==> src/rtl/tx_frame_fetch.sv <==
// Pulls length-prefixed frames of 16-bit words from the SRAM FIFO and streams them out as bytes.
// Optional build macro TX_FRAME_CRC16_EN appends a CRC-16/CCITT trailer after the payload.
module tx_frame_fetch #(
  parameter int MAX_LEN = 255,
  parameter int CNT_W   = 11
) (
  input  logic             clk,
  input  logic             reset_n,
  input  logic             enable,
  output logic             sram_read,
  input  logic             sram_hint,
  input  logic             sram_empty,
  input  logic [CNT_W-1:0] sram_count,
  input  logic [15:0]      sram_data,
  output logic [7:0]       tx_byte,
  output logic             tx_valid,
  input  logic             tx_ready,
  output logic             tx_sof,
  output logic             tx_eof,
  output logic [10:0]      frame_len,
  output logic             busy,
  output logic             frame_err,
  output logic [3:0]       fsm_state
);

  localparam logic [3:0] IDLE      = 4'd0;
  localparam logic [3:0] RD_HDR    = 4'd1;
  localparam logic [3:0] CHECK     = 4'd2;
  localparam logic [3:0] WAIT_BODY = 4'd3;
  localparam logic [3:0] RD_WORD   = 4'd4;
  localparam logic [3:0] EMIT_HI   = 4'd5;
  localparam logic [3:0] EMIT_LO   = 4'd6;
  localparam logic [3:0] DISCARD   = 4'd7;
  localparam logic [3:0] DONE      = 4'd8;
  localparam logic [3:0] CRC_HI    = 4'd9;
  localparam logic [3:0] CRC_LO    = 4'd10;

  localparam int CW = (CNT_W > 11) ? CNT_W : 11;

  logic [3:0]    state;
  logic [10:0]   len;
  logic [10:0]   wcnt;
  logic [10:0]   byte_idx;
  logic [7:0]    word_lo;
  logic [10:0]   last_idx;
  logic [CW-1:0] count_x;
  logic [CW-1:0] wcnt_x;
  logic [15:0]   crc;
  logic [15:0]   crc_upd;

`ifdef TX_FRAME_CRC16_EN
  localparam bit CRC_EN = 1'b1;

  function automatic logic [15:0] crc16_step(input logic [15:0] c, input logic [7:0] d);
    logic [15:0] r;
    r = c ^ {d, 8'h00};
    for (int i = 0; i < 8; i++) begin
      r = r[15] ? ((r << 1) ^ 16'h1021) : (r << 1);
    end
    return r;
  endfunction

  // The sof byte restarts the CRC from its init value instead of the stale register.
  assign crc_upd = crc16_step(tx_sof ? 16'hFFFF : crc, tx_byte);

  always_ff @(posedge clk or negedge reset_n) begin
    if (!reset_n) begin
      crc <= '0;
    end else if (tx_ready && (state == EMIT_HI || state == EMIT_LO)) begin
      crc <= crc_upd;
    end
  end
`else
  localparam bit CRC_EN = 1'b0;
  assign crc     = '0;
  assign crc_upd = '0;
`endif

  assign last_idx  = len - 11'd1;
  assign count_x   = CW'(sram_count);
  assign wcnt_x    = CW'(wcnt);
  assign busy      = (state != IDLE);
  assign fsm_state = state;

  // Handshakes: a word moves when sram_read && sram_hint in the same cycle (sram_read is held
  // until then, one request at a time); a byte moves when tx_valid && tx_ready, and
  // tx_byte/tx_sof/tx_eof stay frozen while tx_valid is high and tx_ready is low.
  always_ff @(posedge clk or negedge reset_n) begin
    if (!reset_n) begin
      state     <= IDLE;
      sram_read <= 1'b0;
      len       <= '0;
      wcnt      <= '0;
      byte_idx  <= '0;
      word_lo   <= '0;
      tx_valid  <= 1'b0;
      tx_byte   <= '0;
      tx_sof    <= 1'b0;
      tx_eof    <= 1'b0;
      frame_len <= '0;
      frame_err <= 1'b0;
    end else begin
      frame_err <= 1'b0;
      case (state)
        IDLE: begin
          if (enable && !sram_empty) state <= RD_HDR;
        end
        RD_HDR: begin
          if (!sram_read) begin
            sram_read <= 1'b1;
          end else if (sram_hint) begin
            sram_read <= 1'b0;
            len       <= sram_data[10:0];
            wcnt      <= 11'((12'(sram_data[10:0]) + 12'd1) >> 1);
            state     <= CHECK;
          end
        end
        CHECK: begin
          if (len == '0) begin
            frame_err <= 1'b1;
            state     <= IDLE;
          end else if (len > 11'(MAX_LEN)) begin
            frame_err <= 1'b1;
            state     <= DISCARD;
          end else begin
            frame_len <= len;
            byte_idx  <= '0;
            state     <= WAIT_BODY;
          end
        end
        WAIT_BODY: begin
          if (count_x >= wcnt_x) state <= RD_WORD;
        end
        RD_WORD: begin
          if (!sram_read) begin
            sram_read <= 1'b1;
          end else if (sram_hint) begin
            sram_read <= 1'b0;
            word_lo   <= sram_data[7:0];
            wcnt      <= wcnt - 11'd1;
            tx_valid  <= 1'b1;
            tx_byte   <= sram_data[15:8];
            tx_sof    <= (byte_idx == '0);
            tx_eof    <= !CRC_EN && (byte_idx == last_idx);
            state     <= EMIT_HI;
          end
        end
        EMIT_HI: begin
          if (tx_ready) begin
            byte_idx <= byte_idx + 11'd1;
            tx_sof   <= 1'b0;
            if (byte_idx == last_idx) begin
              tx_eof <= 1'b0;
              if (CRC_EN) begin
                tx_byte <= crc_upd[15:8];
                state   <= CRC_HI;
              end else begin
                tx_valid <= 1'b0;
                state    <= DONE;
              end
            end else begin
              tx_byte <= word_lo;
              tx_eof  <= !CRC_EN && (11'(byte_idx + 11'd1) == last_idx);
              state   <= EMIT_LO;
            end
          end
        end
        EMIT_LO: begin
          if (tx_ready) begin
            byte_idx <= byte_idx + 11'd1;
            tx_sof   <= 1'b0;
            tx_eof   <= 1'b0;
            if (wcnt != '0) begin
              tx_valid <= 1'b0;
              state    <= RD_WORD;
            end else if (CRC_EN) begin
              tx_byte <= crc_upd[15:8];
              state   <= CRC_HI;
            end else begin
              tx_valid <= 1'b0;
              state    <= DONE;
            end
          end
        end
        CRC_HI: begin
          if (tx_ready) begin
            tx_byte <= crc[7:0];
            tx_eof  <= 1'b1;
            state   <= CRC_LO;
          end
        end
        CRC_LO: begin
          if (tx_ready) begin
            tx_valid <= 1'b0;
            tx_eof   <= 1'b0;
            state    <= DONE;
          end
        end
        DISCARD: begin
          if (wcnt == '0) begin
            state <= IDLE;
          end else if (!sram_read) begin
            if (count_x >= CW'(1)) sram_read <= 1'b1;
          end else if (sram_hint) begin
            sram_read <= 1'b0;
            wcnt      <= wcnt - 11'd1;
          end
        end
        DONE: begin
          state <= IDLE;
        end
        default: begin
          state <= IDLE;
        end
      endcase
    end
  end

endmodule

==> config.mk <==
export PLATFORM = sky130hd
export DESIGN_NAME = tx_frame_fetch
export DESIGN_NICKNAME = d
export VERILOG_FILES = /design/src/rtl/tx_frame_fetch.sv
export SDC_FILE = /design/constraint.sdc
export NUM_CORES = 1
export LEC_CHECK = 0
export CORE_ASPECT_RATIO = 1.2
export CORE_MARGIN = 3
export CORE_UTILIZATION = 50
export DETAILED_ROUTE_END_ITERATION = 8
export DONT_BUFFER_PORTS = 1
export GPL_ROUTABILITY_DRIVEN = 1
export PLACE_DENSITY_LB_ADDON = 0.25
export SETUP_SLACK_MARGIN = 0.3
export SLEW_MARGIN = 20
export SYNTH_ARGS = -nofsm -noshare
export SYNTH_HDL_FRONTEND = slang
export SYNTH_SLANG_ARGS = --single-unit
==> constraint.sdc <==
create_clock -name clk -period 4.1 [get_ports clk]
set_input_delay 0.615 -clock clk [delete_from_list [all_inputs] [get_ports clk]]
set_output_delay 0.615 -clock clk [all_outputs]
set_load 0.01 [all_outputs]
==> out/metrics.cfg <==
[status]
status=finished, final reports clean

[drt]
drc=0
wirelength_mm=12.7
routed-via-count=4126
ant_nets=0
drtIter0Drc=298
first_pass_iters=5
routedWlPerCell_um=19.5
routed_via_density=6.35

[setup_path]
arrival_ns=3.58
startpoint_type=flip-flop
worstPathRequired_ns=4.35
endpoint_kind=flip-flop
r2r_cells=9
worstPathMaxFanout=9
r2r_slack_ns=0.77
r2r-end=tx_byte[2]$_DFFE_PN0P_
critical_path_class=reg -> reg
worstReg2RegStart=len[0]$_DFFE_PN0P_

[worst_hold_path]
min_path_type=in -> async

[floorplan]
die_y_um=113
die_area_mm2=0.0108
start_util=0.520
fp.dieW_um=95.2
io_pins=62
std_cell_rows=38
core_area_mm2=0.00918

[placed_design]
gp_congestion=0.915
port_buffers=0
place_area_mm2=0.00480
dp.final_hpwl_mm=9.32
dp_cells=633

[grt]
antenna_found_initial=0
grt_pass1_vias=4035
overflow=0
grt_usage=0.244
grt_pass1_wl_mm=20.6
grt_max_degree=70

[sta]
skew_ns=0.0135
slew-limit-headroom=0.389
slew_violations=0
whs_ns=0.125
hold_violations=0
post-route-min-period_ns=3.33
setup_violations=0
worst_slew_pin_slew_ns=0.913
timing.final.crit_share=0.813
setup_tns_ns=0
fmax_mhz=300
rsz0062_at_grt=no

[layout]
final_nets=575
final_cell_area_mm2=0.00504
drive_gt1_frac=0.121
stdcell_count=650
areaGrowthSynthToFinish_pct=5.77
antenna_cells=0

[clocking]
path_clk_slew_ns=0.08
cts.sink_count=69
numCtsBuffers=9
clkLatencyLatePin_ns=0.37
post_cts_buffers=0
cts_root_buffer=clkbuf_8
clk_path_buf_depth=2
cts_tree=done
htree_levels=3

[synth]
seq_area_frac_synth=0.362
synth.avg_cell_area_um2=8.75
ys_warn_count=0
synth_edf_count=0
syn-num-nets=595
synth_area_mm2=0.00477
yosys_most_used_dff=dfrtp_1
synthDistinctLibCells=57
async_reset_ff_frac=1.00
synthesis.instances=545
synth-seq-cells=69

[power]
leakagePower_nw=2.14
power_density_mw_per_mm2=773
vdd_drop_max_uv=377

[run]
max_cap_violations=0

critical path: stages, from the launching register on:
cell and delay (ns):
dfrtp_1 0.47, inv_1 0.09, ha_1 0.23, nor3b_1 0.66
nor4b_1 0.14, a311o_1 0.36, a31oi_1 0.25, nor4_2 0.12
a211oi_4 0.51, mux2_2 0.40
Yosys cell counts (2+ instances only):
cell       number  area (µm²)
or4_4           2        22.5
nand2_1        39         146
a32oi_1         4        35.0
a211oi_1        3        22.5
o21ai_0        49         245
nor2b_1         7        43.8
buf_1           2        7.51
mux2_2         36         405
a31oi_1        12        75.1
or2_2           2        12.5
and4_1          2        17.5
a21o_1          2        15.0
ha_1           17         213
o22ai_1         6        37.5
o2bb2ai_1       2        17.5
nor3_1         16        80.1
a22o_1          2        17.5
mux2i_1         2        20.0
a2111oi_0       2        17.5
dfrtp_1        69        1730
nor4b_1         5        43.8
clkbuf_1       30         113
nor4_1          8        50.1
xor2_1         18         158
o211ai_1        2        15.0
nand4_1         7        43.8
o31ai_1         6        45.0
nand3_1        14        70.1
and3_1         22         138
nand2b_1        8        50.1
and2_1          3        18.8
o22a_1          2        17.5
a22oi_1         4        30.0
a2bb2oi_1       2        17.5
or4_1           4        30.0
nor3b_1         2        15.0
nor2_1         37         139
inv_1          24        90.1
buf_6           2        22.5
o2111ai_1       2        17.5
xnor2_1        19         166
o21a_1          2        15.0
a21oi_1        32         160
per-layer routing:
layer	wire length, µm	GRT usage
met1	5290	0.313
met2	6440	0.403
met4	301	0.0972
met5	0	0
met3	673	0.0479
worst max path at each step:
stage / end / depth (start not counted) / startpoint / slack (ns)
floorplan: tx_byte[0]$_DFFE_PN0P_ / 11 / len[0]$_DFFE_PN0P_ / 1.24
global placement: tx_byte[5]$_DFFE_PN0P_ / 9 / len[0]$_DFFE_PN0P_ / 1.0
detailed placement: tx_byte[2]$_DFFE_PN0P_ / 9 / len[0]$_DFFE_PN0P_ / 0.79
CTS: tx_byte[2]$_DFFE_PN0P_ / 9 / len[0]$_DFFE_PN0P_ / 0.77
global route: tx_byte[2]$_DFFE_PN0P_ / 9 / len[0]$_DFFE_PN0P_ / 0.60
finish: tx_byte[2]$_DFFE_PN0P_ / 9 / len[0]$_DFFE_PN0P_ / 0.77
report_power, final:
group	switching (mW)	total [mW]	leakage, nW	internal, mW
Combinational	1.07	1.89	1.16	0.818
Clock	0.278	0.620	0.107	0.343
Sequential	0.438	1.39	0.870	0.949
metrics by stage:
| step | utilization | total power [mW] | setup slack (ns) |
|---|---|---|---|
| after floorplan | - | 2.83 | 1.24 |
| after global routing | 0.550 | 4.21 | 0.605 |
| after detailed placement | 0.523 | 3.25 | 0.788 |
| after CTS | 0.550 | 3.90 | 0.775 |
| final | 0.550 | 3.90 | 0.767 |
| after global placement | 0.523 | 3.20 | 0.998 |
cells by family (layout without fill, tap and decap cells):
family	Yosys count	count (layout)	synth area share
simple gates	182	182	0.201
flops	69	69	0.362
mux	38	38	0.0892
fa+ha+maj	17	17	0.0446
buf+inv	60	45	0.0509
compound gates	142	142	0.184
xor+xnor	37	37	0.0679
cell type report:
class | instances | area, µm²
inverters | 24 | 90.1
well taps | 120 | 150
fillers | 818 | 4130
clock inverters | 6 | 86.3
clock buffers | 10 | 128
repair buffers | 5 | 57.6
flip-flops and latches | 69 | 1730
multi-input cells | 416 | 2810
state kept, by name, summed over array words and instances (netlist names):
| register | count |
|---|---|
| frame_len | 11 |
| frame_err | 1 |
| tx_eof | 1 |
| len | 11 |
| word_lo | 8 |
| sram_read | 1 |
| fsm_state | 4 |
| tx_valid | 1 |
| tx_byte | 8 |
| byte_idx | 11 |
| wcnt | 11 |
| tx_sof | 1 |
what timing repair did:
action | in CTS | in global routing
hold endpoints to repair | 69 | 0
hold buffers | 1 | 0
gates resized for setup | 0 | 0
cells in the final DEF (no fill, tap or decap), types with 3 or more instances in the layout:
master    instances
a211oi_1          3
a21oi_1          32
a22oi_1           4
a31oi_1          12
a32oi_1           4
and2_1            3
and3_1           22
buf_4             4
clkbuf_8          9
dfrtp_1          69
ha_1             17
inv_1            24
mux2_2           36
nand2_1          39
nand2b_1          8
nand3_1          14
nand4_1           7
nor2_1           37
nor2b_1           7
nor3_1           16
nor4_1            8
nor4b_1           4
o21ai_0          49
o22ai_1           6
o31ai_1           6
or4_1             4
xnor2_1          19
xor2_1           18
(Power assumes the default switching activity.)
